`src/rtl/enc_period_pkg.sv`:
```
// Shared types and constants for the encoder period snapshot scheduler:
// FSM state encoding, default channel count and period-word field layout.
package enc_period_pkg;

    typedef enum logic [1:0] {
        ST_IDLE   = 2'd0,
        ST_SETTLE = 2'd1,
        ST_WRITE  = 2'd2,
        ST_DONE   = 2'd3
    } snap_state_e;

    localparam int DEF_NUM_CH  = 4;

    // Period word layout: status flags on top, free-running count at the bottom
    localparam int PW_RUN_BIT    = 31;
    localparam int PW_DIR_BIT    = 30;
    localparam int PW_DIRCHG_BIT = 29;
    localparam int PW_CNT_MSB    = 21;
    localparam int PW_CNT_LSB    = 0;
    localparam int PW_CNT_W      = PW_CNT_MSB - PW_CNT_LSB + 1;

    function automatic logic [PW_CNT_W-1:0] pw_count(input logic [31:0] word);
        return word[PW_CNT_MSB:PW_CNT_LSB];
    endfunction

endpackage

```
`src/rtl/enc_period_sched_if.sv`:
```
// Snapshot bus between the scheduler, the external period mux, the shadow
// buffer and the stale-flag consumer. The scheduler uses the slave modport.
interface enc_period_sched_if
    import enc_period_pkg::*;
#(
    parameter int NUM_CH  = DEF_NUM_CH,
    parameter int CH_W    = 2,
    parameter int STALE_W = 8
);
    logic                snap_req;
    logic                snap_busy;
    logic [CH_W-1:0]     ch_sel;
    logic [31:0]         period_in;
    logic                buf_we;
    logic [CH_W-1:0]     buf_waddr;
    logic [31:0]         buf_wdata;
    logic                snap_done;
    logic [STALE_W-1:0]  stale_limit;
    logic [NUM_CH-1:0]   stale;

    modport master (
        output snap_req, period_in, stale_limit,
        input  snap_busy, ch_sel, buf_we, buf_waddr, buf_wdata, snap_done, stale
    );

    modport slave (
        input  snap_req, period_in, stale_limit,
        output snap_busy, ch_sel, buf_we, buf_waddr, buf_wdata, snap_done, stale
    );
endinterface

```
`src/rtl/enc_stale_cnt.sv`:
```
// One channel of stale detection: remembers the last captured count field and
// counts consecutive snapshots in which it did not move.
module enc_stale_cnt
    import enc_period_pkg::*;
#(
    parameter int STALE_W = 8
) (
    input  logic                clk_i,
    input  logic                rst_ni,
    input  logic                we_i,
    input  logic [PW_CNT_W-1:0] value_i,
    input  logic [STALE_W-1:0]  limit_i,
    output logic                stale_o
);
    localparam logic [STALE_W-1:0] CNT_MAX = {STALE_W{1'b1}};

    logic [PW_CNT_W-1:0] prev_q, prev_d;
    logic [STALE_W-1:0]  cnt_q, cnt_d;
    logic                stale_q, stale_d;

    // Next-state: saturating repeat counter, flag evaluated on the new count
    always_comb begin
        prev_d = prev_q;
        cnt_d  = cnt_q;
        if (we_i) begin
            prev_d = value_i;
            if (value_i == prev_q) begin
                if (cnt_q != CNT_MAX) begin
                    cnt_d = cnt_q + STALE_W'(1);
                end else begin
                    cnt_d = cnt_q;
                end
            end else begin
                cnt_d = '0;
            end
        end else begin
            cnt_d = cnt_q;
        end
        stale_d = (limit_i != '0) && (cnt_d >= limit_i);
    end

    // State registers
    always_ff @(posedge clk_i) begin
        if (!rst_ni) begin
            prev_q  <= '0;
            cnt_q   <= '0;
            stale_q <= 1'b0;
        end else begin
            prev_q  <= prev_d;
            cnt_q   <= cnt_d;
            stale_q <= stale_d;
        end
    end

    assign stale_o = stale_q;

endmodule

```
`src/rtl/enc_period_sched.sv`:
```
// Snapshot scheduler: walks every channel through the external period mux and
// copies each word into the shadow buffer. Stale detection: ENC_STALE_CHECK_EN.
module enc_period_sched
    import enc_period_pkg::*;
#(
    parameter int NUM_CH  = DEF_NUM_CH,
    parameter int CH_W    = 2,
    parameter int STALE_W = 8
) (
    input  logic               clk,
    input  logic               reset,
    enc_period_sched_if.slave  bus
);
    localparam logic [CH_W-1:0] LAST_CH = CH_W'(NUM_CH - 1);

    snap_state_e        state_q;
    logic               pending_q;
    logic [CH_W-1:0]    ch_sel_q;
    logic               buf_we_q;
    logic [CH_W-1:0]    buf_waddr_q;
    logic [31:0]        buf_wdata_q;
    logic               snap_done_q;
    logic               snap_busy_q;

    // Sequencer; outputs are registered from the state being entered.
    // A request seen in DONE (or already pending) chains straight into SETTLE.
    always_ff @(posedge clk) begin
        if (!reset) begin
            state_q     <= ST_IDLE;
            pending_q   <= 1'b0;
            ch_sel_q    <= '0;
            buf_we_q    <= 1'b0;
            buf_waddr_q <= '0;
            buf_wdata_q <= 32'h0000_0000;
            snap_done_q <= 1'b0;
            snap_busy_q <= 1'b0;
        end else begin
            buf_we_q    <= 1'b0;
            snap_done_q <= 1'b0;
            case (state_q)
                ST_IDLE: begin
                    if (bus.snap_req || pending_q) begin
                        state_q     <= ST_SETTLE;
                        ch_sel_q    <= '0;
                        pending_q   <= 1'b0;
                        snap_busy_q <= 1'b1;
                    end else begin
                        snap_busy_q <= 1'b0;
                    end
                end
                ST_SETTLE: begin
                    state_q     <= ST_WRITE;
                    buf_we_q    <= 1'b1;
                    buf_waddr_q <= ch_sel_q;
                    buf_wdata_q <= bus.period_in;
                    pending_q   <= pending_q | bus.snap_req;
                    snap_busy_q <= 1'b1;
                end
                ST_WRITE: begin
                    if (ch_sel_q == LAST_CH) begin
                        state_q     <= ST_DONE;
                        snap_done_q <= 1'b1;
                    end else begin
                        state_q  <= ST_SETTLE;
                        ch_sel_q <= ch_sel_q + CH_W'(1);
                    end
                    pending_q   <= pending_q | bus.snap_req;
                    snap_busy_q <= 1'b1;
                end
                ST_DONE: begin
                    if (bus.snap_req || pending_q) begin
                        state_q     <= ST_SETTLE;
                        ch_sel_q    <= '0;
                        snap_busy_q <= 1'b1;
                    end else begin
                        state_q     <= ST_IDLE;
                        snap_busy_q <= 1'b0;
                    end
                    pending_q <= 1'b0;
                end
                default: begin
                    state_q     <= ST_IDLE;
                    pending_q   <= 1'b0;
                    snap_busy_q <= 1'b0;
                end
            endcase
        end
    end

    assign bus.snap_busy = snap_busy_q;
    assign bus.ch_sel    = ch_sel_q;
    assign bus.buf_we    = buf_we_q;
    assign bus.buf_waddr = buf_waddr_q;
    assign bus.buf_wdata = buf_wdata_q;
    assign bus.snap_done = snap_done_q;

`ifdef ENC_STALE_CHECK_EN
    logic [NUM_CH-1:0] stale_s;

    for (genvar g = 0; g < NUM_CH; g++) begin : g_stale
        enc_stale_cnt #(
            .STALE_W (STALE_W)
        ) u_stale_cnt (
            .clk_i   (clk),
            .rst_ni  (reset),
            .we_i    (buf_we_q && (buf_waddr_q == CH_W'(g))),
            .value_i (pw_count(buf_wdata_q)),
            .limit_i (bus.stale_limit),
            .stale_o (stale_s[g])
        );
    end

    assign bus.stale = stale_s;
`else
    logic unused_limit_s;
    assign unused_limit_s = ^bus.stale_limit;
    assign bus.stale      = '0;
`endif

endmodule

```
`src/flat_wrapper.sv`:
```
// flat-port wrapper written by rule: the top's interface ports become plain ports
module enc_period_sched_flat import enc_period_pkg::*;
#(
    parameter int NUM_CH  = DEF_NUM_CH,
    parameter int CH_W    = 2,
    parameter int STALE_W = 8
)
  (clk, reset, bus_snap_req, bus_period_in, bus_stale_limit, bus_snap_busy, bus_ch_sel, bus_buf_we, bus_buf_waddr, bus_buf_wdata, bus_snap_done, bus_stale);
  enc_period_sched_if #(.NUM_CH(NUM_CH), .CH_W(CH_W), .STALE_W(STALE_W)) bus_i ();
  input  logic clk;
  input  logic reset;
  input wire logic [$bits(bus_i.snap_req)-1:0] bus_snap_req;
  input wire logic [$bits(bus_i.period_in)-1:0] bus_period_in;
  input wire logic [$bits(bus_i.stale_limit)-1:0] bus_stale_limit;
  output wire logic [$bits(bus_i.snap_busy)-1:0] bus_snap_busy;
  output wire logic [$bits(bus_i.ch_sel)-1:0] bus_ch_sel;
  output wire logic [$bits(bus_i.buf_we)-1:0] bus_buf_we;
  output wire logic [$bits(bus_i.buf_waddr)-1:0] bus_buf_waddr;
  output wire logic [$bits(bus_i.buf_wdata)-1:0] bus_buf_wdata;
  output wire logic [$bits(bus_i.snap_done)-1:0] bus_snap_done;
  output wire logic [$bits(bus_i.stale)-1:0] bus_stale;
  assign bus_i.snap_req = bus_snap_req;
  assign bus_i.period_in = bus_period_in;
  assign bus_i.stale_limit = bus_stale_limit;
  assign bus_snap_busy = bus_i.snap_busy;
  assign bus_ch_sel = bus_i.ch_sel;
  assign bus_buf_we = bus_i.buf_we;
  assign bus_buf_waddr = bus_i.buf_waddr;
  assign bus_buf_wdata = bus_i.buf_wdata;
  assign bus_snap_done = bus_i.snap_done;
  assign bus_stale = bus_i.stale;
  enc_period_sched #(.NUM_CH(NUM_CH), .CH_W(CH_W), .STALE_W(STALE_W)) u_core (.clk(clk), .reset(reset), .bus(bus_i));
endmodule
```
`config.mk`:
```
export PLATFORM = sky130hd
export DESIGN_NAME = enc_period_sched_flat
export DESIGN_NICKNAME = d
export VERILOG_FILES = /design/src/rtl/enc_period_pkg.sv /design/src/rtl/enc_period_sched_if.sv /design/src/rtl/enc_stale_cnt.sv /design/src/rtl/enc_period_sched.sv /design/src/flat_wrapper.sv
export SDC_FILE = /design/constraint.sdc
export NUM_CORES = 1
export LEC_CHECK = 0
export BUFFER_PORTS_ARGS = -buffer_cell sky130_fd_sc_hd__buf_2
export CAP_MARGIN = 10
export CELL_PAD_IN_SITES_DETAIL_PLACEMENT = 0
export CELL_PAD_IN_SITES_GLOBAL_PLACEMENT = 1
export CORE_MARGIN = 2
export CORE_UTILIZATION = 32
export DETAILED_ROUTE_END_ITERATION = 12
export PLACE_DENSITY = 0.85
export SKIP_LAST_GASP = 1
export SLEW_MARGIN = 10
export SYNTH_ARGS = -nofsm -noshare
export SYNTH_HDL_FRONTEND = slang
export SYNTH_SLANG_ARGS = --single-unit
```
`constraint.sdc`:
```
create_clock -name clk -period 1.7 [get_ports clk]
set_clock_uncertainty 0.2 [all_clocks]
set_input_delay 0.17 -clock clk [delete_from_list [all_inputs] [get_ports clk]]
set_output_delay 0.17 -clock clk [all_outputs]
set_load 0.1 [all_outputs]
```
=== After elaboration in Yosys (flattened, before gate mapping) ===
Index checks and enable logic that the tools add are counted.

* $add $sub $neg: 1
* $mul: 0
* Divide/modulo/power cells: 0
* $lt $le $gt $ge: 0
* Equality and inequality tests: 7
* Shift-type cells: 0
* Multiplexer cells: 13
* Bitwise gates (word level): 1
* Reductions and logical operators: 7

{| class="wikitable"
|+ Operator list
! kind !! number
|-
| 2-bit 2-to-1 mux || 4
|-
| 2-bit case mux with 4 select lines || 1
|-
| 2-bit == test (second input constant) || 3
|-
| 1-bit 2-to-1 mux || 5
|-
| 2-bit by 1-bit != test with 1-bit output (second input constant) || 2
|-
| 2-bit case mux with 2 select lines || 1
|-
| 2-bit OR reduction || 2
|-
| 1-bit case mux with 3 select lines || 1
|-
| 3-bit AND reduction || 1
|-
| 2-bit by 1-bit adder with 2-bit output (second input constant) || 1
|-
| 2-bit by 1-bit == test with 1-bit output (second input constant) || 1
|-
| 2-bit zero test || 1
|-
| 2-bit != test (second input constant) || 1
|-
| 1-bit case mux with 2 select lines || 1
|-
| 2-bit AND reduction || 1
|-
| 2-bit nonzero test || 1
|-
| 1-bit logical OR || 1
|-
| 1-bit bitwise OR || 1
|}

* Register bits: 42
* Bits in latches: 0
* Memory bits (writable): 0
* ROM bits: 0
* Input port bits: 43
* Output and inout bits: 43
* Logic and storage cells: 37
* Memories: 0

=== Depth between registers and ports, before layout ===
Gate-level depths: netlist (run 1).

* Depth in word-level cells: 4
* Gate-level depth with buffers: 6
* Mapped depth without buffers: 5

=== Worst setup path before layout (run 1) ===
Ideal clock, no wire load.

* Path kind: register -> register
* From: register u_core.ch_sel_q[0] (netlist: u_core.bus.ch_sel[0])
* To: register u_core.state_q[1]
* Library setup time: 88 ps
* Arrival: 1594 ps
* Data required time: 1412 ps
* Setup slack: -182 ps
* Stages on the path, launching flop included: 4
* Buffers on the path: 0
* Period minus slack after synthesis: 1882 ps
* Cell sequence: dfxtp_1 > ha_1 > nand2_1 > a311oi_2

* Longest elaborated chain between the ends: 3

{| class="wikitable"
|+ Ends and longest elaborated chain
! item !! RTL line !! source
|-
| start: declaration || enc_period_sched.sv:18 || <nowiki>logic [CH_W-1:0] ch_sel_q;</nowiki>
|-
| start signal: assignment || enc_period_sched.sv:65 || <nowiki>ch_sel_q <= ch_sel_q + CH_W'(1);</nowiki>
|-
| 2-bit == test || enc_period_sched.sv:60 || <nowiki>if (ch_sel_q == LAST_CH) begin</nowiki>
|-
| 2-bit 2-to-1 mux || enc_period_sched.sv:60 ||
|-
| 2-bit case mux with 4 select lines || enc_period_sched.sv:40 || <nowiki>case (state_q)</nowiki>
|-
| end signal: assignment || enc_period_sched.sv:43 || <nowiki>state_q <= ST_SETTLE;</nowiki>
|-
| end signal: assignment || enc_period_sched.sv:61 || <nowiki>state_q <= ST_DONE;</nowiki>
|-
| end signal: assignment || enc_period_sched.sv:64 || <nowiki>state_q <= ST_SETTLE;</nowiki>
|-
| end: declaration || enc_period_sched.sv:16 || <nowiki>snap_state_e state_q;</nowiki>
|}

Every way passes these cells.
A chain may end at the register's enable or synchronous reset.

=== Worst setup path in the final report (run 1) ===
* From: register u_core.state_q[0]
* To: register u_core.ch_sel_q[0] (netlist: u_core.bus.ch_sel[0])

* Longest elaborated chain between the ends: 4
* Elaborated cells between the ends (all ways): 9
* Classes of those cells: eq/ne: 4; mux: 1; reduce/logical: 4

{| class="wikitable"
|+ Ends and longest elaborated chain
! item !! RTL line !! source
|-
| start signal: assignment || enc_period_sched.sv:29 || <nowiki>state_q <= ST_IDLE;</nowiki>
|-
| start signal: assignment || enc_period_sched.sv:43 ||
|-
| start signal: assignment || enc_period_sched.sv:52 || <nowiki>state_q <= ST_WRITE;</nowiki>
|-
| 2-bit == test / 2-bit zero test (equally long branches) || enc_period_sched.sv:40 ||
|-
| 2-bit OR reduction (no source line) || -- ||
|-
| 2-bit by 1-bit != test with 1-bit output (no source line) / 2-bit nonzero test (equally long branches) || -- ||
|-
| 3-bit AND reduction (no source line) || -- ||
|}

Several ways; a longest one is shown, not always the timed one.

==> results of run 1 <==
[area by class of cell]
cell class | instances | area [µm²]
inverter | 3 | 11.26
timing repair buffer | 112 | 778.2
fill | 466 | 2506
sequential | 42 | 843.3
clock buffer | 7 | 76.32
tap | 70 | 87.58
multi-input combinational | 101 | 706.9
[final timing paths]
path | from | endpoint | slack (ns) | depth (start not counted)
hold reg to reg | u_core.bus.ch_sel[1] | u_core.bus.ch_sel[1] | 0.29 | 2
setup / recovery | u_core.state_q[0] | u_core.bus.ch_sel[0] | 0.15 | 5
setup reg to reg | u_core.state_q[0] | u_core.bus.ch_sel[0] | 0.15 | 5
hold / removal | reset | u_core.bus.ch_sel[1] | 0.02 | 3
[routing by layer]
metal,track usage,share of wire,wire (µm),up-vias
met1,0.1340,0.44,1616,649
met2,0.2319,0.50,1829,38
li1,-,-,-,723
met5,0,0,0,-
met3,0.02910,0.048,174,2
met4,0.02924,0.0033,12,0
[placed cells by master (no fill, tap or decap), drive strengths merged]
cell type / synthesis / layout
nand2: 5 / 5
mux2i: 34 / 34
a21oi: 1 / 1
nor3: 1 / 1
and2: 1 / 1
nand3b: 1 / 1
and3: 1 / 1
or2: 1 / 1
buf: 11 / 79
o22ai: 3 / 3
conb: 1 / 4
clkbuf: 1 / 7
a21boi: 1 / 1
or3b: 1 / 1
inv: 3 / 3
a211oi: 1 / 1
o21ai: 1 / 1
nand2b: 1 / 1
dlygate4sd3: 0 / 33
nor2b: 1 / 1
a311oi: 1 / 1
dfxtp: 42 / 42
nor2: 36 / 36
ha: 6 / 6
[cells by family (layout without fill, tap and decap cells)]
logic type	count (synthesis)	after routing	share of synthesized area
AOI/OAI and AO/OA	8	8	0.03966
and+or+nand+nor	49	49	0.1274
DFF	42	42	0.5126
other	1	4	0.002286
muxes	34	34	0.2075
adders and majority gates	6	6	0.04577
buffers and inverters	15	122	0.06483
[power groups by stage]
| stage | registers, W | logic, W | clock network, W |
|---|---|---|---|
| final | 0.00133 | 0.00289 | 0.000577 |
| after detailed placement | 0.00135 | 0.00284 | 0 |
| after global routing | 0.00136 | 0.00304 | 0.000644 |
| after floorplan | 0.00283 | 0.000900 | 0 |
| after CTS | 0.00133 | 0.00291 | 0.000611 |
| after global placement | 0.00134 | 0.00283 | 0 |
[state kept, by name, summed over array words and instances (netlist names)]
signal,flops
u_core.bus.buf_waddr,2
u_core.bus.buf_wdata,32
u_core.bus.buf_we,1
u_core.bus.ch_sel,2
u_core.bus.snap_busy,1
u_core.bus.snap_done,1
u_core.pending_q,1
u_core.state_q,2
[stage by stage]
step	hold WS, ns	instance area, µm²
floorplan	0.09729	1654
global placement	0.2050	2097
detailed placement	0.2118	2097
CTS	0.004748	2504
global route	0.02465	2504
finish	0.01797	2504
[synth_stat cells]
library cell,n
a211oi_1,1
a21boi_1,1
a21oi_1,1
a311oi_2,1
and2_1,1
and3_1,1
buf_2,1
buf_4,7
buf_6,3
clkbuf_1,1
conb_1,1
dfxtp_1,42
ha_1,6
inv_1,3
mux2i_1,34
nand2_1,5
nand2b_1,1
nand3b_1,1
nor2_1,36
nor2b_1,1
nor3_1,1
o21ai_0,1
o22ai_1,2
o22ai_2,1
or2_2,1
or3b_4,1
[critical path, delay by kind of cell, from the launching register on]
kind / cells / cell delay, ns
compound gates: 2 / 0.44
fa+ha+maj: 1 / 0.31
buf+inv: 1 / 0.08
flops: 1 / 0.33
simple gates: 1 / 0.06
==> results.sh, run 1 <==
export IMPL_cts_tree="done"
export IMPL_die_w_um=75.60
export IMPL_maxCapViolCount=0
export IMPL_gp_congestion=0.7404
export IMPL_grt_max_degree=30
export IMPL_clock_latency_ns=0.27
export IMPL_ioPinCount=86
export IMPL_post_place_cells=295
export IMPL_drt_wirelength_per_cell_um=10.84
export IMPL_grt_pass1_vias=1249
export IMPL_drive_gt1_frac=0.3434
export IMPL_seqPwrFrac=0.278
export IMPL_ys_ff_latch=42
export IMPL_endpoint_kind="flip-flop"
export IMPL_hp_class="in -> reg"
export IMPL_setup_tns_ns=0
export IMPL_clk_pin_slew_worst_paths_ns=0.07
export IMPL_ys_warn_count=0
export IMPL_root_buffer="clkbuf_8"
export IMPL_die_area_mm2=0.005715
export IMPL_crit_slowest_cell="dfxtp_1"
export IMPL_initial_core_util=0.3274
export IMPL_final_core_util=0.4998
export IMPL_cts_buffers_inserted=5
export IMPL_drtIter0Drc=21
export IMPL_grt_pass1_wl_um=5388
export IMPL_hold_buffers=33
export IMPL_worst_slack_ns=0.1518
export IMPL_switchingPower_w=0.002530
export IMPL_yosysSeqAreaShare=0.5126
export IMPL_cts_resized=0
export IMPL_synth_top_cell_by_area="dfxtp_1"
export IMPL_outcome="finished, final reports clean"
export IMPL_switching_share=0.5267
export IMPL_crit_fanout=3
export IMPL_wl_um=3632
export IMPL_clock_sinks=42
export IMPL_p_int_w=0.002274
export IMPL_die_h_um=75.60
export IMPL_n_antenna_cell=0
export IMPL_peakVddDrop_v=0.001334
export IMPL_ys_types=26
export IMPL_finalMaxSlewViolations=0
export IMPL_grt_ovfl_total=0
export IMPL_fin_cells=335
export IMPL_critPathLaunchType="flip-flop"
export IMPL_clk_path_buf_depth=2
export IMPL_p_leak_nw=1.195
export IMPL_vias_per_cell=4.215
export IMPL_htreeDepth=2
export IMPL_dpl_worst_slack_ns=0.1528
export IMPL_drc_errors=0
export IMPL_synthTopCellsByArea="dfxtp_1 51%, mux2i_1 21%, nor2_1 8.2%"
export IMPL_period_share=0.9107
export IMPL_avgSynthCellArea_um2=10.58
export IMPL_antenna_left=0
export IMPL_syn_to_final_growth_pct=52.63
export IMPL_rows=26
export IMPL_dr_pass1_iters=4
export IMPL_final_setup_viol_count=0
export IMPL_crit_type="reg -> reg"
export IMPL_path_cells="inv_1 -> ha_1 -> nor3_1 -> a211oi_1 -> o22ai_1"
export IMPL_postCtsSetupRepairBufs=0
export IMPL_hold_violations=0
export IMPL_vias=1412
export IMPL_synth_top_area_frac=0.5126
export IMPL_fin_total_pwr_w=0.004804
export IMPL_arrival_ns=1.50
export IMPL_crit_required_ns=1.65
export IMPL_grt_total_usage=0.1213
export IMPL_core_area_mm2=0.005010
export IMPL_p_clk_frac=0.120
export IMPL_post_route_min_period_ns=1.548
export IMPL_pwr_share_comb=0.602
export IMPL_place_hpwl_um=2294
export IMPL_p_per_area_mw_per_mm2=1919
export IMPL_numPortBuffers=73
export IMPL_synthCells=155
export IMPL_antenna_found_initial=0
export IMPL_synth_area_mm2=0.001640
export IMPL_fin_nets=314
export IMPL_rsz0062_at_grt="false"
export IMPL_cpPeakStageDelay_ns=0.33
export IMPL_max_freq_mhz=645.9
Power figures use the tool's default switching activity.
==> inputs of run 2 (changes only) <==
--- a/config.mk
+++ b/config.mk
@@ -10,9 +10,9 @@
 export CELL_PAD_IN_SITES_DETAIL_PLACEMENT = 0
 export CELL_PAD_IN_SITES_GLOBAL_PLACEMENT = 1
 export CORE_MARGIN = 2
-export CORE_UTILIZATION = 32
+export CORE_UTILIZATION = 31
 export DETAILED_ROUTE_END_ITERATION = 12
-export PLACE_DENSITY = 0.85
+export PLACE_DENSITY = 0.83
 export SKIP_LAST_GASP = 1
 export SLEW_MARGIN = 10
 export SYNTH_ARGS = -nofsm -noshare
==> results.sh, run 2 (synthesis results as in run 1) <==
export IMPL_outcome="finished, final reports clean"
export IMPL_hold_violations=0
export IMPL_rows=26
export IMPL_die_h_um=76.74
export IMPL_clk_path_buf_depth=2
export IMPL_final_cell_area_mm2=0.002526
export IMPL_crit_fanout=4
export IMPL_crit_reg2reg_launch="u_core.state_q[0]"
export IMPL_rsz0062_at_grt="false"
export IMPL_critPathLaunchType="flip-flop"
export IMPL_dr_pass1_iters=3
export IMPL_die_area_mm2=0.005889
export IMPL_vias=1418
export IMPL_grt_ovfl_total=0
export IMPL_post_route_min_period_ns=1.558
export IMPL_maxCapViolCount=0
export IMPL_finalMaxSlewViolations=0
export IMPL_grt_pass1_wl_um=6272
export IMPL_dpl_worst_slack_ns=0.1359
export IMPL_crit_required_ns=1.66
export IMPL_hold_buffers=34
export IMPL_p_per_area_mw_per_mm2=1955
export IMPL_antenna_found_initial=0
export IMPL_clock_sinks=42
export IMPL_cts_resized=0
export IMPL_place_hpwl_um=2441
export IMPL_drive_gt1_frac=0.3470
export IMPL_fin_nets=316
export IMPL_core_area_mm2=0.005107
export IMPL_final_cell_mix="73 x buf_2, 40 x dfxtp_1, 36 x nor2_1"
export IMPL_max_freq_mhz=641.9
export IMPL_grt_max_degree=25
export IMPL_ioPinCount=86
export IMPL_fin_total_pwr_w=0.004938
export IMPL_placed_area_mm2=0.002079
export IMPL_syn_to_final_growth_pct=54.00
export IMPL_arrival_ns=1.52
export IMPL_final_setup_viol_count=0
export IMPL_clock_latency_ns=0.28
export IMPL_crit_start="u_core.state_q[0]"
export IMPL_drt_wirelength_per_cell_um=10.80
export IMPL_final_common_cell="buf_2"
export IMPL_n_antenna_cell=0
export IMPL_endpoint_kind="flip-flop"
export IMPL_vias_per_cell=4.195
export IMPL_setup_tns_ns=0
export IMPL_grt_total_usage=0.1306
export IMPL_hp_start="u_core.bus.buf_wdata[15]"
export IMPL_cts_tree="done"
export IMPL_largest_reg_flops=32
export IMPL_grt_pass1_vias=1409
export IMPL_postCtsSetupRepairBufs=0
export IMPL_fin_cells=338
export IMPL_wl_um=3650
export IMPL_post_place_cells=296
export IMPL_antenna_left=0
export IMPL_clk_pin_slew_worst_paths_ns=0.07
export IMPL_peakVddDrop_v=0.0009096
export IMPL_hp_class="reg -> reg"
export IMPL_crit_type="reg -> reg"
export IMPL_p_leak_nw=1.210
export IMPL_gp_congestion=0.7043
export IMPL_period_share=0.9165
export IMPL_drc_errors=0
export IMPL_die_w_um=76.74
export IMPL_numPortBuffers=73
export IMPL_worst_slack_ns=0.1420
export IMPL_htreeDepth=2
export IMPL_cts_buffers_inserted=5
export IMPL_num_fill_cells=497
export IMPL_root_buffer="clkbuf_8"
export IMPL_initial_core_util=0.3212
export IMPL_drtIter0Drc=40
==> run 2: path summary, 6_finish.rpt <==
path | end | slack [ns] | cells after the start
hold / removal | u_core.bus.buf_wdata[15] | 0.29 | 2
hold reg to reg | u_core.bus.buf_wdata[15] | 0.29 | 2
setup / recovery | u_core.bus.ch_sel[0] | 0.14 | 5
setup reg to reg | u_core.bus.ch_sel[0] | 0.14 | 5
==> run 2: power by group <==
| group | total, W | internal, W | switching [W] |
|---|---|---|---|
| clock network | 0.000754 | 0.000439 | 0.000315 |
| registers | 0.00134 | 0.00122 | 0.000119 |
| logic | 0.00284 | 0.000741 | 0.00210 |
| total | 0.00494 | 0.00240 | 0.00254 |
==> run 2: layer usage <==
metal | GRT usage | vias up | part of all wire | wire length, µm
met2 | 0.2395 | 43 | 0.50 | 1833
met1 | 0.1424 | 640 | 0.43 | 1572
li1 | - | 730 | - | -
met4 | 0.04909 | 0 | 0.011 | 41
met5 | 0 | - | 0 | 0
met3 | 0.03529 | 5 | 0.056 | 203
==> run 2: worst max-delay path, cell delays in order, from the launching register on <==
cell and delay, ns:
dfxtp_1 0.38, inv_1 0.09, ha_1 0.31, nor3_1 0.06, a211oi_1 0.29, o22ai_1 0.11
==> run 2: area by class of cell <==
| class | instances | area [µm²] | share of cell area |
|---|---|---|---|
| clock buffers | 7 | 76.32 | 0.03021 |
| clock inverters | 1 | 30.03 | 0.01189 |
| inverters | 3 | 11.26 | 0.004458 |
| multi-input cells | 101 | 706.9 | 0.2798 |
| flip-flops and latches | 42 | 843.3 | 0.3338 |
| well taps | 70 | 87.58 | 0.03467 |
| repair buffers | 114 | 770.7 | 0.3051 |
==> run 2: stage by stage <==
stage	hold WS [ns]	utilization
4_1_cts	0.2937	0.4946
5_1_grt	0.3105	0.4946
6_report	0.2872	0.4946
3_3_place_gp	0.2029	0.4072
3_5_place_dp	0.2158	0.4072
2_1_floorplan	0.09729	-
==> inputs of run 3 (changes only) <==
--- a/config.mk
+++ b/config.mk
@@ -5,14 +5,16 @@
 export SDC_FILE = /design/constraint.sdc
 export NUM_CORES = 1
 export LEC_CHECK = 0
+export ABC_AREA = 1
 export BUFFER_PORTS_ARGS = -buffer_cell sky130_fd_sc_hd__buf_2
 export CAP_MARGIN = 10
 export CELL_PAD_IN_SITES_DETAIL_PLACEMENT = 0
 export CELL_PAD_IN_SITES_GLOBAL_PLACEMENT = 1
 export CORE_MARGIN = 2
-export CORE_UTILIZATION = 31
+export CORE_UTILIZATION = 30
+export CTS_CLUSTER_DIAMETER = 80
 export DETAILED_ROUTE_END_ITERATION = 12
-export PLACE_DENSITY = 0.83
+export PLACE_DENSITY = 0.85
 export SKIP_LAST_GASP = 1
 export SLEW_MARGIN = 10
 export SYNTH_ARGS = -nofsm -noshare
==> results.sh, run 3 <==
export IMPL_outcome="finished, final reports clean"
export IMPL_place_hpwl_um=2466
export IMPL_vias=1603
export IMPL_async_flop_share=0
export IMPL_ys_warn_count=0
export IMPL_n_antenna_cell=0
export IMPL_grt_max_degree=34
export IMPL_synth_mux_area_frac=0
export IMPL_postCtsSetupRepairBufs=0
export IMPL_drtIter0Drc=48
export IMPL_synthTopCellsByArea="dfxtp_1 53%, nor2_1 16%, o21ai_0 11%"
export IMPL_synth_compound_area_frac=0.1373
export IMPL_crit_required_ns=1.72
export IMPL_cts_buffers_inserted=5
export IMPL_clock_latency_ns=0.29
export IMPL_synth_most_common_cell="nor2_1"
export IMPL_p_per_area_mw_per_mm2=1755
export IMPL_clk_path_buf_depth=2
export IMPL_final_setup_viol_count=0
export IMPL_crit_type="reg -> reg"
export IMPL_max_freq_mhz=653.8
export IMPL_drive_gt1_frac=0.3026
export IMPL_r2r_cells=7
export IMPL_grt_pass1_wl_um=6624
export IMPL_p_leak_nw=1.234
export IMPL_final_common_cell="buf_2"
export IMPL_register_area_um2=844.6
export IMPL_antenna_found_initial=0
export IMPL_antenna_left=0
export IMPL_ys_ff_latch=42
export IMPL_ys_flop_type="dfxtp_1"
export IMPL_cts_tree="done"
export IMPL_avgSynthCellArea_um2=8.098
export IMPL_setup_tns_ns=0
export IMPL_crit_fanout=5
export IMPL_initial_core_util=0.3123
export IMPL_gp_congestion=0.6671
export IMPL_arrival_ns=1.55
export IMPL_ys_types=17
export IMPL_ioPinCount=86
export IMPL_finalMaxSlewViolations=0
export IMPL_clk_pin_slew_worst_paths_ns=0.08
export IMPL_htreeDepth=2
export IMPL_grt_total_usage=0.1386
export IMPL_rsz0062_at_grt="false"
export IMPL_final_cell_mix="73 x buf_2, 68 x nor2_1, 39 x dfxtp_1"
export IMPL_fin_nets=352
export IMPL_multi_input_area_um2=634.4
export IMPL_post_route_min_period_ns=1.530
export IMPL_peakVddDrop_v=0.0006685
export IMPL_critPathLaunchType="flip-flop"
export IMPL_drt_wirelength_per_cell_um=10.62
export IMPL_synthCells=197
export IMPL_endpoint_kind="flip-flop"
export IMPL_numPortBuffers=73
export IMPL_synthSimpleGateAreaFrac=0.2024
export IMPL_rows=26
export IMPL_synth_area_mm2=0.001595
export IMPL_final_core_util=0.4760
export IMPL_hp_class="in -> reg"
export IMPL_drc_errors=0
export IMPL_largest_reg_flops=32
export IMPL_synth_top_cell_by_area="dfxtp_1"
export IMPL_wl_um=3973
export IMPL_clock_sinks=42
export IMPL_synth_top_family_by_area="simple AND/OR/NAND/NOR gates"
export IMPL_core_area_mm2=0.005107
export IMPL_synth_top_area_frac=0.5271
export IMPL_period_share=0.8998
export IMPL_grt_pass1_vias=1497
export IMPL_maxCapViolCount=0
export IMPL_synth_edff_count=0
export IMPL_dr_pass1_iters=4
export IMPL_die_area_mm2=0.005917
export IMPL_synth_adder_area_share=0.04706
export IMPL_die_w_um=76.92
export IMPL_hold_depth=3
export IMPL_vias_per_cell=4.286
export IMPL_syn_to_final_growth_pct=52.39
export IMPL_synth_xor_area_frac=0
export IMPL_root_buffer="clkbuf_8"
export IMPL_die_h_um=76.92
export IMPL_grt_ovfl_total=0
export IMPL_hold_violations=0
export IMPL_num_fill_cells=521
export IMPL_ys_top_cells_by_count="68 x nor2_1, 42 x dfxtp_1, 36 x o21ai_0, 11 x nand2_1, 7 x buf_4"
export IMPL_yosysSeqAreaShare=0.5271
-- run 3: cell count changes in the layout (fill, tap and decap cells not counted), sizes merged, moves of 3 or more --
cell | before | now
nand3 | 0 | 3
nor2 | 36 | 69
a21oi | 1 | 7
buf | 80 | 77
nand2 | 5 | 11
inv | 3 | 7
o22ai | 3 | 0
o21ai | 1 | 36
mux2i | 34 | 0
-- run 3: repair_timing --
action                                  in CTS  in global routing
hold buffers                                33                  0
gates resized for setup                      0                  3
endpoints found under the setup margin       0                  5
endpoints found under the hold margin       34                  0
-- run 3: area by class of cell --
class	count	share of cell area
clock buffer	8	0.04529
inverter	7	0.01184
multi-input combinational	137	0.2609
sequential	42	0.3474
tap	70	0.03603
timing repair buffer	110	0.2985
-- run 3: path summary, 6_finish.rpt --
path                            slack (ns)                  from                       to
worst max register to register        0.17     u_core.state_q[1]     u_core.bus.ch_sel[1]
worst min-delay path                  0.02                 reset  u_core.bus.buf_wdata[6]
worst min register to register        0.28  u_core.bus.ch_sel[0]     u_core.bus.ch_sel[0]
worst max-delay path                  0.17     u_core.state_q[1]     u_core.bus.ch_sel[1]
-- run 3: cells by family after synthesis --
family          count (synthesis)
flops                          42
buf+inv                        21
other cells                     1
simple gates                   84
compound gates                 43
fa+ha+maj                       6
-- run 3: per-stage QoR --
step | hold WS [ns] | area, µm² | std cells | power (W) | worst slack, ns
final | 0.01845 | 2431 | 374 | 0.004266 | 0.1704
after global routing | 0.02737 | 2431 | 374 | 0.004488 | 0.04976
after CTS | 0.01160 | 2427 | 374 | 0.004310 | 0.1036
after detailed placement | 0.1968 | 1987 | 333 | 0.003501 | 0.1256
after global placement | 0.1926 | 1987 | 333 | 0.003486 | 0.1694
after floorplan | 0.1049 | 1609 | 200 | 0.003201 | 0.1980
-- run 3: critical path, stage by stage (launching register included) --
cell	delay [ns]
dfxtp_1	0.40
inv_1	0.12
ha_1	0.33
inv_1	0.10
nand2_1	0.06
nand2_1	0.09
nand2_1	0.05
a21oi_1	0.12
-- run 3: layer usage --
layer / up-vias / track usage / part of all wire
met5: - / 0 / 0
met4: 0 / 0.04364 / 0.0083
met3: 4 / 0.04471 / 0.062
met2: 58 / 0.2421 / 0.49
li1: 828 / - / -
met1: 713 / 0.1600 / 0.44
-- run 3: where the power goes --
part | switching (W) | internal (W) | total [W]
logic | 0.00186 | 0.000373 | 0.00223
registers | 0.000102 | 0.00120 | 0.00130
clock network | 0.000328 | 0.000410 | 0.000738
total | 0.00229 | 0.00198 | 0.00427
